[src/rtl/cache_axi_master_if.sv]
// AXI4 read/write bus between the cache controller and the memory fabric.
// The master modport is the cache side; the slave modport is the memory side.
interface cache_axi_master_if;
  logic [3:0]  arid;
  logic [31:0] araddr;
  logic [7:0]  arlen;
  logic [2:0]  arsize;
  logic [1:0]  arburst;
  logic        arvalid;
  logic        arready;

  logic [31:0] rdata;
  logic [1:0]  rresp;
  logic        rlast;
  logic        rvalid;
  logic        rready;

  logic [3:0]  awid;
  logic [31:0] awaddr;
  logic [7:0]  awlen;
  logic [2:0]  awsize;
  logic [1:0]  awburst;
  logic        awvalid;
  logic        awready;

  logic [31:0] wdata;
  logic [3:0]  wstrb;
  logic        wlast;
  logic        wvalid;
  logic        wready;

  logic [1:0]  bresp;
  logic        bvalid;
  logic        bready;

  modport master (
    output arid, araddr, arlen, arsize, arburst, arvalid,
    input  arready,
    input  rdata, rresp, rlast, rvalid,
    output rready,
    output awid, awaddr, awlen, awsize, awburst, awvalid,
    input  awready,
    output wdata, wstrb, wlast, wvalid,
    input  wready,
    input  bresp, bvalid,
    output bready
  );

  modport slave (
    input  arid, araddr, arlen, arsize, arburst, arvalid,
    output arready,
    output rdata, rresp, rlast, rvalid,
    input  rready,
    input  awid, awaddr, awlen, awsize, awburst, awvalid,
    output awready,
    input  wdata, wstrb, wlast, wvalid,
    output wready,
    output bresp, bvalid,
    input  bready
  );
endinterface

[src/rtl/cache_axi_master.sv]
// Single-outstanding AXI4 master that turns cache pipeline requests
// (block/word loads and writes) into one AXI burst each.
//
// state | meaning
// IDLE  | waiting for a request; only state where req is sampled
// AR    | read address presented, waiting for arready
// R     | collecting read beats until rlast
// AW    | write address presented, waiting for awready
// W     | streaming write beats until the wlast handshake
// B     | waiting for the write response
// DONE  | one-cycle task_finish pulse, then back to IDLE
module cache_axi_master #(
  parameter int         BLOCK_WORDS = 4,
  parameter logic [3:0] AXI_ID      = 4'h0
) (
  input  logic                     clk,
  input  logic                     rst,
  input  logic [2:0]               req,
  input  logic [31:0]              ad,
  input  logic [32*BLOCK_WORDS-1:0] wblock,
  input  logic [31:0]              wword,
  input  logic [3:0]               wword_en,
  input  logic [2:0]               rword_en,
  output logic                     ready,
  output logic                     task_finish,
  output logic [32*BLOCK_WORDS-1:0] rblock,
  output logic [31:0]              rword,
  output logic                     err,
  cache_axi_master_if.master       axi
);

  localparam int CW  = (BLOCK_WORDS > 1) ? $clog2(BLOCK_WORDS) : 1;
  localparam int OFF = $clog2(4*BLOCK_WORDS);
  localparam logic [CW-1:0] LAST_BEAT = CW'(BLOCK_WORDS-1);
  localparam logic [31:0]   BLK_MASK  = ~((32'd1 << OFF) - 32'd1);

  localparam logic [2:0] REQ_LOAD_BLOCK  = 3'd1;
  localparam logic [2:0] REQ_LOAD_WORD   = 3'd2;
  localparam logic [2:0] REQ_WRITE_BLOCK = 3'd3;
  localparam logic [2:0] REQ_WRITE_WORD  = 3'd4;

  typedef enum logic [2:0] {
    S_IDLE, S_AR, S_R, S_AW, S_W, S_B, S_DONE
  } state_t;

  state_t                    state;
  logic                      is_block;
  logic [31:0]               addr_q;
  logic [7:0]                len_q;
  logic [2:0]                size_q;
  logic [32*BLOCK_WORDS-1:0] wblock_q;
  logic [31:0]               wword_q;
  logic [3:0]                wstrb_q;
  logic [CW-1:0]             beat_cnt;
  logic [32*BLOCK_WORDS-1:0] rblock_q;
  logic [31:0]               rword_q;
  logic                      err_q;
  logic                      task_finish_q;
  logic                      arvalid_q;
  logic                      rready_q;
  logic                      awvalid_q;
  logic                      wvalid_q;
  logic                      bready_q;

  logic req_ok;
  logic req_load;
  logic req_blk;
  logic wlast_c;

  always_comb begin
    req_ok   = (req >= REQ_LOAD_BLOCK) && (req <= REQ_WRITE_WORD);
    req_load = (req == REQ_LOAD_BLOCK) || (req == REQ_LOAD_WORD);
    req_blk  = (req == REQ_LOAD_BLOCK) || (req == REQ_WRITE_BLOCK);
    wlast_c  = is_block ? (beat_cnt == LAST_BEAT) : 1'b1;
  end

  // Acceptance is combinational so ready lands in the same cycle req is seen in IDLE.
  assign ready = (state == S_IDLE) && req_ok && !rst;

  always_ff @(posedge clk or posedge rst) begin
    if (rst) begin
      state         <= S_IDLE;
      is_block      <= 1'b0;
      addr_q        <= '0;
      len_q         <= '0;
      size_q        <= '0;
      wblock_q      <= '0;
      wword_q       <= '0;
      wstrb_q       <= '0;
      beat_cnt      <= '0;
      rblock_q      <= '0;
      rword_q       <= '0;
      err_q         <= 1'b0;
      task_finish_q <= 1'b0;
      arvalid_q     <= 1'b0;
      rready_q      <= 1'b0;
      awvalid_q     <= 1'b0;
      wvalid_q      <= 1'b0;
      bready_q      <= 1'b0;
    end else begin
      case (state)
        S_IDLE: begin
          if (req_ok) begin
            is_block <= req_blk;
            addr_q   <= req_blk ? (ad & BLK_MASK) : ad;
            len_q    <= req_blk ? 8'(BLOCK_WORDS-1) : 8'd0;
            size_q   <= (req == REQ_LOAD_WORD) ? rword_en : 3'b010;
            wblock_q <= wblock;
            wword_q  <= wword;
            wstrb_q  <= wword_en;
            beat_cnt <= '0;
            if (req_load) begin
              arvalid_q <= 1'b1;
              state     <= S_AR;
            end else begin
              awvalid_q <= 1'b1;
              state     <= S_AW;
            end
          end
        end
        S_AR: begin
          if (axi.arready) begin
            arvalid_q <= 1'b0;
            rready_q  <= 1'b1;
            state     <= S_R;
          end
        end
        S_R: begin
          if (axi.rvalid) begin
            if (is_block) rblock_q[32*int'(beat_cnt) +: 32] <= axi.rdata;
            else          rword_q <= axi.rdata;
            if (axi.rresp != 2'b00) err_q <= 1'b1;
            // Overlong bursts keep landing in the last word instead of wrapping.
            if (beat_cnt != LAST_BEAT) beat_cnt <= beat_cnt + CW'(1);
            if (axi.rlast) begin
              rready_q      <= 1'b0;
              task_finish_q <= 1'b1;
              state         <= S_DONE;
            end
          end
        end
        S_AW: begin
          if (axi.awready) begin
            awvalid_q <= 1'b0;
            wvalid_q  <= 1'b1;
            state     <= S_W;
          end
        end
        S_W: begin
          if (axi.wready) begin
            if (wlast_c) begin
              wvalid_q <= 1'b0;
              bready_q <= 1'b1;
              state    <= S_B;
            end else begin
              beat_cnt <= beat_cnt + CW'(1);
            end
          end
        end
        S_B: begin
          if (axi.bvalid) begin
            if (axi.bresp != 2'b00) err_q <= 1'b1;
            bready_q      <= 1'b0;
            task_finish_q <= 1'b1;
            state         <= S_DONE;
          end
        end
        S_DONE: begin
          task_finish_q <= 1'b0;
          err_q         <= 1'b0;
          beat_cnt      <= '0;
          state         <= S_IDLE;
        end
        default: state <= S_IDLE;
      endcase
    end
  end

  assign task_finish = task_finish_q;
  assign err         = task_finish_q & err_q;
  assign rblock      = rblock_q;
  assign rword       = rword_q;

  assign axi.arid    = AXI_ID;
  assign axi.araddr  = addr_q;
  assign axi.arlen   = len_q;
  assign axi.arsize  = size_q;
  assign axi.arburst = 2'b01;
  assign axi.arvalid = arvalid_q;
  assign axi.rready  = rready_q;

  assign axi.awid    = AXI_ID;
  assign axi.awaddr  = addr_q;
  assign axi.awlen   = len_q;
  assign axi.awsize  = size_q;
  assign axi.awburst = 2'b01;
  assign axi.awvalid = awvalid_q;

  assign axi.wdata   = is_block ? wblock_q[32*int'(beat_cnt) +: 32] : wword_q;
  assign axi.wstrb   = is_block ? 4'hF : wstrb_q;
  assign axi.wlast   = wvalid_q & wlast_c;
  assign axi.wvalid  = wvalid_q;
  assign axi.bready  = bready_q;

endmodule
[src/flat_wrapper.sv]
// flat-port wrapper written by rule: the top's interface ports become plain ports
module cache_axi_master_flat 
#(
  parameter int         BLOCK_WORDS = 4,
  parameter logic [3:0] AXI_ID      = 4'h0
)
  (clk, rst, req, ad, wblock, wword, wword_en, rword_en, ready, task_finish, rblock, rword, err, axi_arid, axi_araddr, axi_arlen, axi_arsize, axi_arburst, axi_arvalid, axi_arready, axi_rdata, axi_rresp, axi_rlast, axi_rvalid, axi_rready, axi_awid, axi_awaddr, axi_awlen, axi_awsize, axi_awburst, axi_awvalid, axi_awready, axi_wdata, axi_wstrb, axi_wlast, axi_wvalid, axi_wready, axi_bresp, axi_bvalid, axi_bready);
  cache_axi_master_if axi_i ();
  input  logic clk;
  input  logic rst;
  input  logic [2:0] req;
  input  logic [31:0] ad;
  input  logic [32*BLOCK_WORDS-1:0] wblock;
  input  logic [31:0] wword;
  input  logic [3:0] wword_en;
  input  logic [2:0] rword_en;
  output logic ready;
  output logic task_finish;
  output logic [32*BLOCK_WORDS-1:0] rblock;
  output logic [31:0] rword;
  output logic err;
  output wire logic [$bits(axi_i.arid)-1:0] axi_arid;
  output wire logic [$bits(axi_i.araddr)-1:0] axi_araddr;
  output wire logic [$bits(axi_i.arlen)-1:0] axi_arlen;
  output wire logic [$bits(axi_i.arsize)-1:0] axi_arsize;
  output wire logic [$bits(axi_i.arburst)-1:0] axi_arburst;
  output wire logic [$bits(axi_i.arvalid)-1:0] axi_arvalid;
  input wire logic [$bits(axi_i.arready)-1:0] axi_arready;
  input wire logic [$bits(axi_i.rdata)-1:0] axi_rdata;
  input wire logic [$bits(axi_i.rresp)-1:0] axi_rresp;
  input wire logic [$bits(axi_i.rlast)-1:0] axi_rlast;
  input wire logic [$bits(axi_i.rvalid)-1:0] axi_rvalid;
  output wire logic [$bits(axi_i.rready)-1:0] axi_rready;
  output wire logic [$bits(axi_i.awid)-1:0] axi_awid;
  output wire logic [$bits(axi_i.awaddr)-1:0] axi_awaddr;
  output wire logic [$bits(axi_i.awlen)-1:0] axi_awlen;
  output wire logic [$bits(axi_i.awsize)-1:0] axi_awsize;
  output wire logic [$bits(axi_i.awburst)-1:0] axi_awburst;
  output wire logic [$bits(axi_i.awvalid)-1:0] axi_awvalid;
  input wire logic [$bits(axi_i.awready)-1:0] axi_awready;
  output wire logic [$bits(axi_i.wdata)-1:0] axi_wdata;
  output wire logic [$bits(axi_i.wstrb)-1:0] axi_wstrb;
  output wire logic [$bits(axi_i.wlast)-1:0] axi_wlast;
  output wire logic [$bits(axi_i.wvalid)-1:0] axi_wvalid;
  input wire logic [$bits(axi_i.wready)-1:0] axi_wready;
  input wire logic [$bits(axi_i.bresp)-1:0] axi_bresp;
  input wire logic [$bits(axi_i.bvalid)-1:0] axi_bvalid;
  output wire logic [$bits(axi_i.bready)-1:0] axi_bready;
  assign axi_arid = axi_i.arid;
  assign axi_araddr = axi_i.araddr;
  assign axi_arlen = axi_i.arlen;
  assign axi_arsize = axi_i.arsize;
  assign axi_arburst = axi_i.arburst;
  assign axi_arvalid = axi_i.arvalid;
  assign axi_i.arready = axi_arready;
  assign axi_i.rdata = axi_rdata;
  assign axi_i.rresp = axi_rresp;
  assign axi_i.rlast = axi_rlast;
  assign axi_i.rvalid = axi_rvalid;
  assign axi_rready = axi_i.rready;
  assign axi_awid = axi_i.awid;
  assign axi_awaddr = axi_i.awaddr;
  assign axi_awlen = axi_i.awlen;
  assign axi_awsize = axi_i.awsize;
  assign axi_awburst = axi_i.awburst;
  assign axi_awvalid = axi_i.awvalid;
  assign axi_i.awready = axi_awready;
  assign axi_wdata = axi_i.wdata;
  assign axi_wstrb = axi_i.wstrb;
  assign axi_wlast = axi_i.wlast;
  assign axi_wvalid = axi_i.wvalid;
  assign axi_i.wready = axi_wready;
  assign axi_i.bresp = axi_bresp;
  assign axi_i.bvalid = axi_bvalid;
  assign axi_bready = axi_i.bready;
  cache_axi_master #(.BLOCK_WORDS(BLOCK_WORDS), .AXI_ID(AXI_ID)) u_core (.clk(clk), .rst(rst), .req(req), .ad(ad), .wblock(wblock), .wword(wword), .wword_en(wword_en), .rword_en(rword_en), .ready(ready), .task_finish(task_finish), .rblock(rblock), .rword(rword), .err(err), .axi(axi_i));
endmodule
[config.mk]
export PLATFORM = sky130hd
export DESIGN_NAME = cache_axi_master_flat
export DESIGN_NICKNAME = d
export VERILOG_FILES = /design/src/rtl/cache_axi_master_if.sv /design/src/rtl/cache_axi_master.sv /design/src/flat_wrapper.sv
export SDC_FILE = /design/constraint.sdc
export NUM_CORES = 1
export LEC_CHECK = 0
export ABC_AREA = 0
export CAP_MARGIN = 20
export CORE_AREA = 3 3 213 215
export DETAILED_ROUTE_END_ITERATION = 6
export DIE_AREA = 0 0 216 218
export PLACE_DENSITY = 0.72
export SYNTH_ARGS = -nofsm -noshare
export SYNTH_HDL_FRONTEND = slang
export SYNTH_SLANG_ARGS = --single-unit
[constraint.sdc]
create_clock -name clk -period 11.9 [get_ports clk]
set_clock_uncertainty 0.15 [all_clocks]
set_input_delay 2.38 -clock clk [delete_from_list [all_inputs] [get_ports clk]]
set_output_delay 2.38 -clock clk [all_outputs]
set_load 0.01 [all_outputs]
# --- Yosys cells after proc, flatten, opt, wreduce, memory -nomap -nowiden ---
# Cells that the tools add are included.
op_classes:
  add_sub_neg: 2
  order_cmp: 2
  n_eq_ne: 25
  shift: 3
  muxes: 52
  bitwise_logic: 3
  reduce_logical: 28
op_table:
  columns: ["op", "n"]
  rows:
  - ["bitwise mux 128 bit", 1]
  - ["variable shift 32 x 33 -> 128 bit (first input constant)", 1]
  - ["variable part select 128 x 8 -> 32 bit", 1]
  - ["variable part select 32 x 33 -> 128 bit", 1]
  - ["negation 7 -> 33 bit", 1]
  - ["two-way mux 32 bit", 1]
  - ["two-way mux 3 bit", 9]
  - ["AND reduction 4 bit", 6]
  - ["two-way mux 1 bit", 23]
  - ["inequality test 2 bit (second input constant)", 9]
  - ["one-hot mux 3 bit (6 select lines)", 1]
  - ["two-way mux 2 bit", 7]
  - ["nonzero test 2 bit", 7]
  - ["== test 3 x 2 -> 1 bit (second input constant)", 4]
  - ["inequality test 2 x 1 -> 1 bit (second input constant)", 6]
  - ["one-hot mux 1 bit (2 select lines)", 5]
  - ["== test 3 bit (second input constant)", 3]
  - ["two-way mux 4 bit", 2]
  - ["one-hot mux 2 bit (4 select lines)", 1]
  - ["AND reduction 8 bit", 1]
  - ["== test 3 x 1 -> 1 bit (second input constant)", 2]
  - ["one-hot mux 1 bit (3 select lines)", 2]
  - ["AND reduction 3 bit", 2]
  - ["AND reduction 6 bit", 1]
  - ["14 further kinds", 18]
totals:
  register_bits: 380
  out_inout_bits: 303
  elab_cells: 133

# --- Longest topological paths before layout ---
# Gate-level depths: netlist (run 1).
depth:
  depth_word: 5
  mapped_depth: 9

# --- Worst setup path after synthesis (run 1) ---
# OpenSTA, ideal clock, no wires.
synth_path:
  path_type: "input to output"
  startpoint: "in req[0]"
  endpoint: "out ready"
  t_arrival_ps: 3200
  required_ps: 9370
  path_slack_ps: 6170
  cell_stages: 5
  path_cell_list: "clkbuf_1 -> o21a_1 -> nor2_1 -> nand2_1 -> nor2_1"
synth_between:
  elab_chain_len: 4
  elab_cells_between_ends: 5
synth_rtl:
  columns: ["element", "line", "rtl"]
  rows:
  - ["start: declaration", "flat_wrapper.sv:11", "input logic [2:0] req;"]
  - ["greater-or-equal comparator 3 x 1 -> 1 bit / <= comparator 3 bit (equally long branches)", "cache_axi_master.sv:71", "req_ok = (req >= REQ_LOAD_BLOCK) && (req <= REQ_WRITE_WORD);"]
  - ["logical AND 1 bit (*)", "cache_axi_master.sv:71", null]
  - ["logical AND 1 bit (*) (2 in series)", "cache_axi_master.sv:78", "assign ready = (state == S_IDLE) && req_ok && !rst;"]
  - ["end: declaration", "flat_wrapper.sv:17", "output logic ready;"]
# Mark *: on every way between the ends. The rest lies on a longest branch, timed or not.

# --- Worst setup path in the final report (run 1) ---
# Ends and elaborated chain as after synthesis.

==> flow_summary.yaml, run 1 <==
outcome:
  status: "finished clean"
power_and_ir_drop:
  ir_worst_vdd_v: 0.0001782
  p_leak_nw: 9.324
  powerDensity_nw_per_um2: 249.8
routing:
  dr.first_iter.drc_count: 878
  drc_errors: 0
  vias: 11723
  postRouteAntennaNets: 0
  routedWlPerCell_microns: 19.25
  avgViaCountPerCell: 4.895
  routed_wl_mm: 46.11
  dr.pass1.iters: 5
worst_setup_path:
  endpoint_kind: "primary output"
  critPathArrivalTime_ps: 4200
  required_ps: 9370
  worstSetupPathType: "in2out"
  critPathLaunchType: "input port"
  cp_max_fo: 7
synthesis:
  synth_top_area_frac: 0.5733
  synthArstFlopShare: 1.000
  ys_seq_area_frac: 0.5733
  synth_top_area_cell: "dfrtp_1"
  synth_area_sq_um: 16240
  synth_cells: 1316
  synth.distinct_cells: 45
  synthFlopType: "dfrtp_1"
  avgSynthCellArea_sq_um: 12.34
  yosys_warnings: 0
  ys_seq_elements: 372
  yosys-top-cells-area: "dfrtp_1, mux2_2, mux2_1"
  synth-edff-count: 0
timing:
  maxSlewViolCount: 0
  holdWs_ps: 328.1
  tns_ps: 0
  worstMarginPinSlew_ps: 1064
  finalCritPeriodShare: 0.5657
  max_freq_mhz: 148.6
  period_minus_slack_ps: 6731
  layout_setup_ws_ps: 5169
  rsz0062_at_grt: "no"
  slew_headroom: 0.2904
  final-setup-viol-count: 0
  final_hold_viol_count: 0
die:
  core_sq_um: 43930
  ios: 549
  die-height_microns: 218
  fp.dieW_microns: 216
  initial_core_util: 0.3696
  std_cell_rows: 77
  dieArea_sq_um: 47090
cts:
  cts_buffer_depth: 3
  cts_tree: "built"
  cts_setup_buffers: 0
  cts-root-buf: "clkbuf_16"
  htreeDepth: 2
  postCtsHoldBufs: 0
  path_clk_slew_ps: 60
  clock_latency_ps: 540
  cts_inserted_buffers: 41
  clock_sinks: 372
  cts_resized: 0
cells_and_area:
  regArea_sq_um: 9313
  final_net_count: 2028
  area_growth_pct: 41.13
  final_common_cell: "clkdlybuf4s50_1"
  layout-drive-gt1-share: 0.1470
  n_antenna_cell: 0
  num-fill-cells: 3837
  layout_common_cells: "clkdlybuf4s50_1, dfrtp_1, nand2_1"
  multi_input_area_sq_um: 6061
global_routing:
  grtUsageTotal: 0.1880
  grt_pass1_vias: 12130
  grt_pass1_wl_mm: 69.82
  antenna_found_initial: 3
  grt_max_degree: 176
  grt-ovfl-total: 0
placement:
  dp_hpwl_mm: 32.61
  routabilityCongestion: 0.8495
  dpl_worst_slack_ps: 5180
  numPortBuffers: 524
min_path:
  hold_class: "reg2reg"
job:
  cap_viol_max_count: 0
==> cells in the mapped netlist, drive strengths merged, types with 4 or more instances <==
library cell	n
dfrtp	372
nand2	266
o21ai	141
nor3	4
mux4	32
buf	100
nor3b	5
and2	4
inv	14
ha	6
nand3	11
or2	5
nor2	5
a31oi	4
a21oi	6
clkbuf	46
mux2	256
==> cells by family after synthesis <==
family / Yosys count / share of synthesized area
AO/OA/AOI/OAI: 172 / 0.05748
XOR/XNOR: 1 / 0.0005395
adder cells (fa/ha/maj): 6 / 0.004623
buffers and inverters: 161 / 0.06110
flip-flops: 372 / 0.5733
multiplexers: 291 / 0.2238
other: 2 / 0.0004625
AND/OR/NAND/NOR: 311 / 0.07875
==> area by class of cell <==
type,count,share of cell area
Clock buffer,56,0.04985
Tap cell,592,0.03232
Clock inverter,14,0.008954
Timing Repair Buffer,541,0.2354
Sequential cell,372,0.4064
Inverter,15,0.002621
Multi-Input combinational cell,805,0.2645
==> per-stage QoR <==
| step | utilization | cells | power (W) | area (sq um) |
|---|---|---|---|---|
| finish | 0.5216 | 2395 | 0.005725 | 22920 |
| global route | 0.5216 | 2395 | 0.006051 | 22920 |
| CTS | 0.5215 | 2394 | 0.005806 | 22910 |
| detailed placement | 0.4909 | 2324 | 0.004484 | 21560 |
| global placement | 0.4909 | 2324 | 0.004411 | 21560 |
| floorplan | - | 1338 | 0.003377 | 16320 |
==> critical path, stage by stage <==
cell and delay [ps]:
clkdlybuf4s50_1 530, o21a_1 280, nor2_1 220, nand2_1 140, nor2_1 120, clkdlybuf4s50_1 540
==> layer usage <==
metal  GRT usage  share of wire  up-vias
met5           0        0.00098        -
met4     0.05997          0.024        6
met3     0.07775           0.11       75
met2      0.3139           0.48      472
met1      0.2221           0.39     5821
li1            -              -     5349
==> power breakdown <==
| part | switching, W | internal, W |
|---|---|---|
| logic | 0.00100 | 0.00136 |
| registers | 0.000310 | 0.00177 |
| clock network | 0.000506 | 0.000779 |
| total | 0.00182 | 0.00391 |
==> registers in the layout, summed over array words and instances (netlist names) <==
register            flops
u_core.axi.rready       1
u_core.err_q            1
u_core.wword_q         32
u_core.axi.bready       1
u_core.rblock         128
u_core.axi.awvalid      1
u_core.task_finish      1
u_core.axi.wvalid       1
u_core.axi.arlen        1
u_core.axi.arvalid      1
u_core.wblock_q       128
u_core.axi.araddr      32
u_core.wstrb_q          4
u_core.rword           32
u_core.state            3
u_core.beat_cnt         2
u_core.axi.arsize       3
==> path summary, 6_finish.rpt <==
kind,start,end,slack (ps),cells after the start
max,req[0],ready,5170,6
min,u_core.rblock[112]$_DFFE_PP0P_,u_core.rblock[112]$_DFFE_PP0P_,330,2
max reg2reg,u_core.state[1]$_DFFE_PP0P_,u_core.wblock_q[24]$_DFFE_PP0P_,8050,5
min reg2reg,u_core.rblock[112]$_DFFE_PP0P_,u_core.rblock[112]$_DFFE_PP0P_,330,2
max in group asynchronous,rst,u_core.rblock[91]$_DFFE_PP0P_,8050,3
min in group asynchronous,rst,u_core.axi.arsize[0]$_DFFE_PP0P_,2160,2
(Power assumes the default switching activity.)
==> run 2, diff against run 1 <==
==> constraint.sdc (replaced) <==
create_clock -name clk -period 5.45 [get_ports clk]
set_clock_uncertainty 0.15 [all_clocks]
set_input_delay 1.09 -clock clk [delete_from_list [all_inputs] [get_ports clk]]
set_output_delay 1.09 -clock clk [all_outputs]
set_load 0.01 [all_outputs]
==> flow_summary.yaml, run 2 (same netlist as run 1, synthesis figures left out) <==
outcome:
  status: "finished clean"
global_routing:
  antenna_found_initial: 6
  grtUsageTotal: 0.1945
  grt_pass1_vias: 12294
  grt-ovfl-total: 0
  grt_max_degree: 109
  grt_pass1_wl_mm: 71.90
cts:
  path_clk_slew_ps: 60
  postCtsHoldBufs: 0
  clock_latency_ps: 540
  clock_sinks: 372
  cts-root-buf: "clkbuf_16"
  cts_setup_buffers: 0
  cts_inserted_buffers: 40
  htreeDepth: 2
  cts_resized: 0
  cts_tree: "built"
  cts_buffer_depth: 3
die:
  dieArea_sq_um: 47090
  core_sq_um: 43930
  initial_core_util: 0.3696
  die-height_microns: 218
  std_cell_rows: 77
  fp.dieW_microns: 216
  ios: 549
routing:
  routed_wl_mm: 46.76
  vias: 11745
  routedWlPerCell_microns: 19.46
  dr.first_iter.drc_count: 779
  dr.pass1.iters: 4
  drc_errors: 0
  postRouteAntennaNets: 0
  avgViaCountPerCell: 4.888
cells_and_area:
  design_area_sq_um: 22920
  layout_common_cells: "clkdlybuf4s50_1, dfrtp_1, nand2_1"
  layout-drive-gt1-share: 0.1485
  final_common_cell: "clkdlybuf4s50_1"
  final_net_count: 2038
  n_antenna_cell: 0
  area_growth_pct: 41.16
placement:
  numPortBuffers: 524
  dpl_worst_slack_ps: 1303
  routabilityCongestion: 0.8239
  dp_hpwl_mm: 34.14
  dpl_cell_area_sq_um: 21680
worst_setup_path:
  required_ps: 4210
  cp_max_fo: 19
  endpoint_kind: "primary output"
  worstSetupPathType: "reg2out"
  critPathLaunchType: "register"
  critPathArrivalTime_ps: 3150
power_and_ir_drop:
  seq_power_share: 0.376
  ir_worst_vdd_v: 0.0003524
  clkPwrFrac: 0.211
  power.internal_w: 0.008409
  pwr-share-comb: 0.413
  report.power.total_w: 0.01234
  p_switching_w: 0.003926
  p_sw_frac: 0.3183
  p_leak_nw: 9.337
  powerDensity_nw_per_um2: 538.1
timing:
  worstMarginPinSlew_ps: 1019
  rsz0062_at_grt: "no"
  period_minus_slack_ps: 4393
  layout_setup_ws_ps: 1057
  maxSlewViolCount: 0
  slew_headroom: 0.3206
  max_freq_mhz: 227.6
  finalCritPeriodShare: 0.8060
  final_hold_viol_count: 0
  final-setup-viol-count: 0
job:
  cap_viol_max_count: 0
min_path:
  hold_class: "reg2reg"
## run 2: cell types whose count changed in the layout (fill, tap and decap cells not counted), moves of 2 or more
| cell | change |
|---|---|
| clkbuf_1 | +4 |
| buf_12 | +2 |
| buf_4 | +10 |
| bufinv_16 | -3 |
## run 2: path summary, 6_finish.rpt
| check | from | end | slack, ps | depth (start not counted) |
|---|---|---|---|---|
| max | u_core.beat_cnt[1]$_DFFE_PP0P_ | axi_wdata[2] | 1060 | 4 |
| min | u_core.wblock_q[113]$_DFFE_PP0P_ | u_core.wblock_q[113]$_DFFE_PP0P_ | 330 | 1 |
| max reg2reg | u_core.state[1]$_DFFE_PP0P_ | u_core.wblock_q[4]$_DFFE_PP0P_ | 2440 | 4 |
| min reg2reg | u_core.wblock_q[113]$_DFFE_PP0P_ | u_core.wblock_q[113]$_DFFE_PP0P_ | 330 | 1 |
| max in group asynchronous | rst | u_core.wblock_q[35]$_DFFE_PP0P_ | 2990 | 4 |
| min in group asynchronous | rst | u_core.axi.araddr[29]$_DFFE_PP0P_ | 1000 | 2 |
## run 2: cell type report
cell class | instances | area (sq um)
clock inverters | 7 | 85.08
well taps | 592 | 740.7
inverters | 15 | 60.06
clock buffers | 60 | 1157
repair buffers | 552 | 5505
flip-flops and latches | 372 | 9313
fillers | 3812 | 21010
multi-input cells | 805 | 6061
## run 2: metal layers
layer | vias to the layer above | part of all wire | global-route usage
met3 | 60 | 0.10 | 0.07329
li1 | 5366 | - | -
met5 | - | 0.0010 | 0
met1 | 5869 | 0.40 | 0.2389
met2 | 442 | 0.48 | 0.3245
met4 | 8 | 0.021 | 0.05209
## run 2: power by group through the flow
stage / logic (W) / registers [W] / clock network [W]
3_3_place_gp: 0.00504 / 0.00463 / 0
2_1_floorplan: 0.00281 / 0.00456 / 0
6_report: 0.00509 / 0.00464 / 0.00261
4_1_cts: 0.00516 / 0.00465 / 0.00268
5_1_grt: 0.00548 / 0.00479 / 0.00279
3_5_place_dp: 0.00513 / 0.00470 / 0
## run 2: worst max-delay path, stage by stage (launching register included)
cell             delay, ps
dfrtp_2                750
buf_4                  420
mux4_2                 540
mux2_2                 370
clkdlybuf4s50_1        510
## run 2: through the flow
| step | utilization | hold WS (ps) | cells | TNS [ps] |
|---|---|---|---|---|
| after global routing | 0.5218 | 347.0 | 2403 | 0 |
| after detailed placement | 0.4935 | 319.5 | 2336 | 0 |
| after global placement | 0.4935 | 309.2 | 2336 | 0 |
| final | 0.5218 | 326.9 | 2403 | 0 |
| after CTS | 0.5218 | 332.5 | 2403 | 0 |
| after floorplan | - | 299.0 | 1338 | -291700 |
